**config.mk**
```make
export PLATFORM = sky130hd
export DESIGN_NAME = hps_ps2_tx
export DESIGN_NICKNAME = d
export VERILOG_FILES = /design/src/rtl/hps_ps2_pkg.sv /design/src/rtl/hps_ps2_chan.sv /design/src/rtl/hps_ps2_tx.sv
export SDC_FILE = /design/constraint.sdc
export NUM_CORES = 1
export LEC_CHECK = 0
export BUFFER_PORTS_ARGS = -buffer_cell sky130_fd_sc_hd__buf_4
export CAP_MARGIN = 30
export CORE_MARGIN = 3
export CORE_UTILIZATION = 53
export CTS_CLUSTER_DIAMETER = 120
export CTS_CLUSTER_SIZE = 25
export DETAILED_ROUTE_END_ITERATION = 12
export GPL_ROUTABILITY_DRIVEN = 0
export PLACE_DENSITY = 0.79
export SETUP_SLACK_MARGIN = 0.15
export SYNTH_ARGS = -nofsm -noshare
export SYNTH_HDL_FRONTEND = slang
export SYNTH_SLANG_ARGS = --single-unit
```
**constraint.sdc**
```tcl
create_clock -name clk_sys -period 2.59 [get_ports clk_sys]
set_input_delay 0.6475 -clock clk_sys [delete_from_list [all_inputs] [get_ports clk_sys]]
set_output_delay 0.6475 -clock clk_sys [all_outputs]
set_load 0.02 [all_outputs]
```
**src/rtl/hps_ps2_pkg.sv**
```systemverilog
// Shared definitions for the HPS PS/2 device-side transmitter.
// Serialiser states are numbered so D0..D7 are consecutive.
package hps_ps2_pkg;

  typedef logic [3:0] ps2_state_t;

  localparam ps2_state_t ST_IDLE  = 4'd0;
  localparam ps2_state_t ST_START = 4'd1;
  localparam ps2_state_t ST_D0    = 4'd2;
  localparam ps2_state_t ST_D1    = 4'd3;
  localparam ps2_state_t ST_D2    = 4'd4;
  localparam ps2_state_t ST_D3    = 4'd5;
  localparam ps2_state_t ST_D4    = 4'd6;
  localparam ps2_state_t ST_D5    = 4'd7;
  localparam ps2_state_t ST_D6    = 4'd8;
  localparam ps2_state_t ST_D7    = 4'd9;
  localparam ps2_state_t ST_PAR   = 4'd10;
  localparam ps2_state_t ST_STOP  = 4'd11;

  localparam int PS2_FRAME_TICKS = 12;
  localparam int CH_SEL_W        = 2;

endpackage

```
**src/rtl/hps_ps2_chan.sv**
```systemverilog
// One PS/2 transmit channel: byte FIFO plus 11-bit frame serialiser.
// The head byte is only popped once its stop bit is on the line, so an abort resends it.
module hps_ps2_chan
  import hps_ps2_pkg::*;
#(
  parameter int FIFO_BITS = 3
) (
  input  logic       clk_sys,
  input  logic       reset_n,
  input  logic       tick,
  input  logic       clk_ps2,
  input  logic       wr_en,
  input  logic [7:0] wr_data,
  input  logic       inhibit,
  input  logic       ovf_clr,
  output logic       fifo_full,
  output logic       fifo_empty,
  output logic       overflow,
  output logic       busy,
  output logic       ps2_clk,
  output logic       ps2_data
);

  localparam int                   DEPTH    = 1 << FIFO_BITS;
  localparam logic [FIFO_BITS:0]   FULL_CNT = (FIFO_BITS + 1)'(DEPTH);

  logic [7:0]           mem [DEPTH];
  logic [FIFO_BITS-1:0] rptr, wptr;
  logic [FIFO_BITS:0]   count;
  logic                 push, pop;

  ps2_state_t state, state_nxt;
  logic [7:0] shreg, shreg_nxt;
  logic       par, par_nxt;
  logic       data_q, data_nxt;

  assign fifo_full  = (count == FULL_CNT);
  assign fifo_empty = (count == '0);
  // Fullness is judged before any same-cycle pop, so a write to a full FIFO always drops.
  assign push       = wr_en & ~fifo_full;

  always_ff @(posedge clk_sys or negedge reset_n) begin
    if (!reset_n) begin
      rptr     <= '0;
      wptr     <= '0;
      count    <= '0;
      overflow <= 1'b0;
    end else begin
      if (push) wptr <= wptr + 1'b1;
      if (pop)  rptr <= rptr + 1'b1;
      if (push && !pop)      count <= count + 1'b1;
      else if (!push && pop) count <= count - 1'b1;
      if (wr_en && fifo_full) overflow <= 1'b1;
      else if (ovf_clr)       overflow <= 1'b0;
    end
  end

  always_ff @(posedge clk_sys) begin
    if (push) mem[wptr] <= wr_data;
  end

  always_ff @(posedge clk_sys or negedge reset_n) begin
    if (!reset_n) begin
      state  <= ST_IDLE;
      data_q <= 1'b1;
    end else begin
      state  <= state_nxt;
      data_q <= data_nxt;
    end
  end

  always_ff @(posedge clk_sys) begin
    shreg <= shreg_nxt;
    par   <= par_nxt;
  end

  always_comb begin
    state_nxt = state;
    shreg_nxt = shreg;
    par_nxt   = par;
    data_nxt  = data_q;
    pop       = 1'b0;
    if (tick) begin
      if (inhibit && state != ST_IDLE) begin
        state_nxt = ST_IDLE;
        data_nxt  = 1'b1;
      end else begin
        case (state)
          ST_IDLE: begin
            if (!fifo_empty && !inhibit) begin
              shreg_nxt = mem[rptr];
              par_nxt   = 1'b1;
              data_nxt  = 1'b0;
              state_nxt = ST_START;
            end
          end
          ST_START, ST_D0, ST_D1, ST_D2, ST_D3, ST_D4, ST_D5, ST_D6: begin
            data_nxt  = shreg[0];
            shreg_nxt = {1'b0, shreg[7:1]};
            par_nxt   = par ^ shreg[0];
            state_nxt = state + 4'd1;
          end
          ST_D7: begin
            data_nxt  = par;
            state_nxt = ST_PAR;
          end
          ST_PAR: begin
            data_nxt  = 1'b1;
            state_nxt = ST_STOP;
          end
          ST_STOP: begin
            data_nxt  = 1'b1;
            pop       = 1'b1;
            state_nxt = ST_IDLE;
          end
          default: begin
            data_nxt  = 1'b1;
            state_nxt = ST_IDLE;
          end
        endcase
      end
    end
  end

  always_comb begin
    busy     = (state != ST_IDLE);
    ps2_clk  = clk_ps2 | (state == ST_IDLE);
    ps2_data = data_q;
  end

endmodule

```
**src/rtl/hps_ps2_tx.sv**
```systemverilog
// Multi-channel PS/2 device-side transmitter: shared clock divider, write
// decode and one FIFO/serialiser per channel.
module hps_ps2_tx
  import hps_ps2_pkg::*;
#(
  parameter int NUM_CH    = 2,
  parameter int FIFO_BITS = 3,
  parameter int PS2DIV    = 1000
) (
  input  logic                clk_sys,
  input  logic                reset_n,
  input  logic                wr,
  input  logic [CH_SEL_W-1:0] wr_ch,
  input  logic [7:0]          wr_data,
  input  logic [NUM_CH-1:0]   inhibit,
  input  logic [NUM_CH-1:0]   ovf_clr,
  output logic [NUM_CH-1:0]   fifo_full,
  output logic [NUM_CH-1:0]   fifo_empty,
  output logic [NUM_CH-1:0]   overflow,
  output logic [NUM_CH-1:0]   busy,
  output logic [NUM_CH-1:0]   ps2_clk,
  output logic [NUM_CH-1:0]   ps2_data
);

  localparam int CNT_W = (PS2DIV > 0) ? $clog2(PS2DIV + 1) : 1;

  logic [CNT_W-1:0] cnt;
  logic             clk_ps2;
  logic             div_wrap;
  logic             tick;

  assign div_wrap = (cnt == CNT_W'(PS2DIV));
  // Frames advance on the rising edge of the shared PS/2 clock.
  assign tick     = div_wrap & ~clk_ps2;

  always_ff @(posedge clk_sys or negedge reset_n) begin
    if (!reset_n) begin
      cnt     <= '0;
      clk_ps2 <= 1'b0;
    end else if (div_wrap) begin
      cnt     <= '0;
      clk_ps2 <= ~clk_ps2;
    end else begin
      cnt     <= cnt + 1'b1;
    end
  end

  // Channel selects at or above NUM_CH match no instance and are discarded.
  for (genvar i = 0; i < NUM_CH; i++) begin : g_ch
    hps_ps2_chan #(
      .FIFO_BITS (FIFO_BITS)
    ) u_chan (
      .clk_sys    (clk_sys),
      .reset_n    (reset_n),
      .tick       (tick),
      .clk_ps2    (clk_ps2),
      .wr_en      (wr && (wr_ch == CH_SEL_W'(i))),
      .wr_data    (wr_data),
      .inhibit    (inhibit[i]),
      .ovf_clr    (ovf_clr[i]),
      .fifo_full  (fifo_full[i]),
      .fifo_empty (fifo_empty[i]),
      .overflow   (overflow[i]),
      .busy       (busy[i]),
      .ps2_clk    (ps2_clk[i]),
      .ps2_data   (ps2_data[i])
    );
  end

endmodule

```
* Word level (Yosys, flattened, before mapping)
Memory sizes are Yosys's and may differ from the RTL's. Index checks and enable logic that the tools add are counted.
Word-level totals: bits in registers 61, memory bits (writable) 128, input bits 17, output and inout port bits 12, logic and storage cells 151, memories 2
Cells by class: add/subtract/negate cells 11, equal/unequal tests 30, multiplexer cells 39, bitwise logic cells 12, reductions and logical operators 39
Memories:
- g_ch[0].u_chan.mem | depth 8, bits a word 8, read ports 1, clocked after memory_dff 0, write ports 1, line hps_ps2_chan.sv:27 | logic [7:0] mem [DEPTH];
- g_ch[1].u_chan.mem | depth 8, bits a word 8, read ports 1, clocked after memory_dff 0, write ports 1, line hps_ps2_chan.sv:27
Operators with widths (count):
- $eq 4x4->1 const B | 10
- $eq 4x3->1 const B | 8
- $mux 4 | 8
- $pmux 4 s4 | 2
- $pmux 8 s2 | 2
- $mux 1 | 20
- $add 4x1->4 const B | 4
- $eq 4x2->1 const B | 4
- $logic_not 4->1 | 4
- $mux 8 | 2
- $reduce_or 8->1 | 2
- $add 3x1->3 const B | 4
- $logic_and 1x1->1 | 12
- $reduce_bool 2->1 | 6
- $add 10x1->10 const B | 1
- $eq 10x10->1 const B | 1
- $mux 10 | 1
- $eq 4x1->1 const B | 2
- $logic_not 1->1 | 8
- $reduce_and 4->1 | 2
- $reduce_bool 4->1 | 2
- $sub 4x1->4 const B | 2
- $ne 3x1->1 const B | 2
- $pmux 1 s3 | 2
- 9 further kinds | 20

* Logic depth before layout (Yosys ltp)
word-level depth 7, mapped depth 14, depth with buffers taken out 13

* By module
A second synthesis with hierarchy kept.
Unflattened totals: cell total of the unflattened synthesis 533, area total of the unflattened synthesis 8375.5 um^2
Modules (own cells, without submodules):
- hps_ps2_chan at g_ch[0].u_chan | times used 1, cells an instance 238, area each 3908.7 um^2, seq. area each 2593.7 um^2
- hps_ps2_chan at g_ch[1].u_chan | times used 1, cells an instance 238, area each 3875.0 um^2, seq. area each 2593.7 um^2
- hps_ps2_tx | times used 1, cells an instance 57, area each 591.8 um^2, seq. area each 275.3 um^2

* Worst setup path before layout
Ideal clock, no wire load.
kind in2reg, start input port wr_ch[1], end register g_ch[0].u_chan.count[3], library setup time 136 ps, arrival time 2694 ps, data required time 2454 ps, slack -240 ps, cell stages on the path 10, path buffers 1, path through or3b_1 > or2_1 > buf_6 > inv_1 > ha_1 > inv_1 > ha_1 > a21o_1 > a2111oi_0 > o31ai_1
Between the ends: cells in the longest elaborated chain, start to end 6, elaborated cells on any way between the ends 8, those cells by class 1 x mux; 1 x bitwise; 6 x reduce/logical
Ends and longest elaborated chain:
- from (decl) | line hps_ps2_tx.sv:13 | input logic [CH_SEL_W-1:0] wr_ch,
- $logic_not 2->1 * | line hps_ps2_tx.sv:57 | .wr_en (wr && (wr_ch == CH_SEL_W'(i))),
- $logic_and 1x1->1 * | line hps_ps2_tx.sv:57
- $and 1x1->1 * | line hps_ps2_chan.sv:40 | assign push = wr_en & ~fifo_full;
- via g_ch[0].u_chan.push | line hps_ps2_chan.sv:30 | logic push, pop;
- $logic_not 1->1 | line hps_ps2_chan.sv:52 | else if (!push && pop) count <= count - 1'b1;
- $logic_and 1x1->1 | line hps_ps2_chan.sv:52
- $reduce_bool 2->1 (no source line)
- to (signal assigned) | line hps_ps2_chan.sv:51 | if (push && !pop) count <= count + 1'b1;
- to (signal assigned) | line hps_ps2_chan.sv:52
- to (decl) | line hps_ps2_chan.sv:29 | logic [FIFO_BITS:0] count;
The timed path passes the listed nets; every way through them passes the cells marked *. A chain may end at the register's enable or synchronous reset.

* Final worst setup path
start register cnt[1], end register g_ch[1].u_chan.count[3]
Between the ends: cells in the longest elaborated chain, start to end 6, elaborated cells on any way between the ends 8, those cells by class 1 x eq/ne; 2 x mux; 1 x bitwise; 4 x reduce/logical
Ends and longest elaborated chain:
- from (decl) | line hps_ps2_tx.sv:27 | logic [CNT_W-1:0] cnt;
- from (signal assigned) | line hps_ps2_tx.sv:44 | cnt <= cnt + 1'b1;
- $eq 10x10->1 * | line hps_ps2_tx.sv:32 | assign div_wrap = (cnt == CNT_W'(PS2DIV));
- $and 1x1->1 * | line hps_ps2_tx.sv:34 | assign tick = div_wrap & ~clk_ps2;
- $mux 1 * | line hps_ps2_chan.sv:83 | if (tick) begin
- $logic_not 1->1 | line hps_ps2_chan.sv:51
- $logic_and 1x1->1 | line hps_ps2_chan.sv:51
- $mux 4 or $reduce_bool 2->1 (tied branches)
- to (signal assigned) | line hps_ps2_chan.sv:51
- to (signal assigned) | line hps_ps2_chan.sv:52
- to (decl) | line hps_ps2_chan.sv:29
Mark *: on every way between the ends. The rest lies on a longest branch, timed or not.

==> metrics <==
number of diodes 0; Worst Hold Slack 0.190 ns; Vias 5012; post-placement cell count 813; number of buffers inserted by port buffering 28; DRT iter0 DRCs 486; root buf cell clkbuf_16; design area 9930 µm²; CP max stage delay 0.39 ns; Post-Syn Instances 564; pre-CTS WS -0.233 ns; Vias per Instance 5.83; register area share after synthesis 64.9%; Max Buffers Root-to-Sink 2; worst skew pair latency 0.45 ns; core box area 15400 µm²; status completed; Max FO, Critical Path 4; critical-path cell list inv_1 > ha_2 > and2_4 > nand4b_1 > or2_4 > ha_4 > inv_4 > ha_4 > a21o_1 > a2111oi_2 > o31ai_1; Rel. slew slack 43.4%; Fin Setup TNS 0 ns; total grt overflow 0; met3 GRT Util 4.58%; vias in the first global route 5195; Synth Flop Type edfxtp_1; worst reg2reg startpoint cnt[1]$_DFF_PN0_; fin crit share 99.2%; CTS HTree Levels 4; ratio of cells with drive above 1 in the final layout 29.6%; per-cell routed wire length 20.3 µm; CP Data Required Time 2.91 ns; Worst Path Arrival 2.89 ns; max cap viols 0; Avg Cell Area, Syn 14.9 µm²; Yosys reg bits 189; CTS buffer count 17; Pleak 3.54 nW; Setup crit end g_ch[1].u_chan.count[3]$_DFFE_PN0P_; IR drop worst, VDD 0.950 mV; Max Freq 389 MHz; Setup crit end kind flop; met1 usage 26.0%; RSZ-0062 raised after global routing yes; largest net degree at the start of global routing 44; area grow syn2layout 17.9%; Post-Place Cell Area 9100 µm²; final setup violation count 0; Post-Layout Cell Count 860; final net count 675; initial antenna violation count 0; Synth cell types 64; Die H 132 µm; Syn Std Cell Area 8420 µm²; GRT Util Overall 20.8%; Synth top area share 52.0%; max-slew violation total from the final report 0; drt first pass iters 5; worst reg2reg endpoint g_ch[1].u_chan.count[3]$_DFFE_PN0P_; M2 GR Usage 34.8%; DRC Markers 0; clk_skew 0.00946 ns; worst-margin pin slew 0.849 ns; Num Clock Sinks 189; Startpoint Class flop; busiest layer in global routing met2; Clock Pin Slew Worst Setup and Hold Paths 0.07 ns; Post-DP HPWL 10.7 mm; most frequent CP cell ha_4; CTS tree built; Die Wd 132 µm; # IOs 29; Worst Hold Class in -> async; Cell Pwr Density 738 nW/µm²; post-synth top area cell edfxtp_1; Post-synth EDFFs 146; ANT nets after route 0; Hold Vio Cnt, Final 0; global-route wire length before repair 27.7 mm; die footprint 17400 µm²; initial core utilization 54.8%; Yosys warning count 0; final worst slack 0.0215 ns; Syn Nets 603; Worst R2R Path Depth 11; Worst R2R Setup Slack 0.02 ns; synth top area cells edfxtp_1 (52%), dfrtp_1 (12%), mux4_2 (8.6%); Critical Path Slowest Stage Cell a2111oi_2; fin crit period 2.57 ns; row count 45; Worst setup startpoint cnt[1]$_DFF_PN0_; CP Class reg -> reg; fraction of registers with async set/reset 22.8%; Routed WL 17.4 mm
-- layout by cell type (no fill, tap or decap), types with 7 or more instances in the layout --
master / n
nand2b_1: 7
buf_4: 87
nand2_1: 50
mux4_2: 32
nor3_1: 16
inv_1: 15
mux2i_1: 18
a21oi_1: 10
ha_1: 13
edfxtp_1: 146
xnor2_1: 12
dfrtp_1: 40
nor2_1: 25
nand3_1: 7
o21ai_0: 27
clkbuf_16: 17
-- cells in the mapped netlist (all sizes together) (4+ instances only) --
cell type	count
nand4b	4
o21ai	29
a22oi	4
clkbuf	10
edfxtp	146
dfrtp	41
nand2b	7
inv	20
buf	26
xnor2	12
nor4	4
nand3	8
nor2	25
xor2	6
mux4	32
nor3b	5
mux2i	18
nand2	50
and2	5
a21oi	12
mux2	5
o2bb2ai	4
nand3b	5
ha	20
a2111oi	4
nor3	17
-- worst max-delay path: cells and delay by family (launching register included) --
kind | cells | cell delay [ns]
flip-flops | 1 | 0.38
adder cells (fa/ha/maj) | 3 | 0.52
AND/OR/NAND/NOR | 3 | 0.71
buffers and inverters | 2 | 0.13
AO/OA/AOI/OAI | 3 | 0.69
-- area by class of cell --
| type | count | area (µm²) |
|---|---|---|
| clock inverter | 15 | 176 |
| sequential | 189 | 5460 |
| multi-input combinational | 319 | 2840 |
| clock buffer | 17 | 425 |
| timing repair buffer | 89 | 676 |
| tap | 211 | 264 |
| fill | 1049 | 5440 |
| inverter | 20 | 82.6 |
-- per-stage QoR --
stage / total power [mW] / util (%)
3_5_place_dp: 4.59 / 59.2
6_report: 7.33 / 64.6
2_1_floorplan: 4.25 / -
3_3_place_gp: 4.48 / 59.2
5_1_grt: 7.59 / 64.6
4_1_cts: 7.31 / 64.0
-- power breakdown --
group,switching (mW),total [mW],internal [mW]
Sequential,0.236,3.69,3.46
Clock,1.20,2.66,1.46
Combinational,0.502,0.976,0.475
-- how the worst min path moves through the flow --
stage                     startpoint                             endpoint  slack [ns]  cells after the start
floorplan                    reset_n                  clk_ps2$_DFFE_PN0N_        0.35                      0
global placement    cnt[0]$_DFF_PN0_                     cnt[0]$_DFF_PN0_        0.46                      1
detailed placement  cnt[9]$_DFF_PN0_                     cnt[9]$_DFF_PN0_        0.48                      1
CTS                          reset_n  g_ch[0].u_chan.state[0]$_DFFE_PN0P_        0.21                      1
global route                 reset_n  g_ch[0].u_chan.state[0]$_DFFE_PN0P_        0.24                      1
finish                       reset_n  g_ch[0].u_chan.overflow$_DFFE_PN0P_        0.19                      1
-- timing repair --
| action | 4_1_cts | 5_1_grt |
|---|---|---|
| hold buffers | 0 | 0 |
| setup endpoints to repair | 8 | 19 |
| setup buffers | 6 | 9 |
| pin swaps | 8 | 11 |
| resized for setup | 12 | 12 |
-- per-layer routing --
layer	routed length, µm	share of wire (%)
met2	9060	52
met4	514	3.0
met3	825	4.7
met1	7020	40
met5	0	0
-- flip-flops by register name, summed over array words and instances, names as in the netlist, 2 cells and up --
name                  flops
g_ch.u_chan.state         8
g_ch.u_chan.mem         128
g_ch.u_chan.wptr          6
g_ch.u_chan.ps2_data      2
g_ch.u_chan.count         8
g_ch.u_chan.par           2
cnt                      10
g_ch.u_chan.overflow      2
g_ch.u_chan.shreg        16
g_ch.u_chan.rptr          6
-- logic make-up after synthesis --
group                    after synthesis  share of synthesized area (%)
AO/OA/AOI/OAI                         76                           5.85
XOR/XNOR                              18                           1.87
adder cells (fa/ha/maj)               22                           3.45
AND/OR/NAND/NOR                      148                           9.14
buffers and inverters                 56                           3.43
multiplexers                          55                           11.4
flip-flops                           189                           64.9
Note: power is estimated with default switching activity, not from simulation.
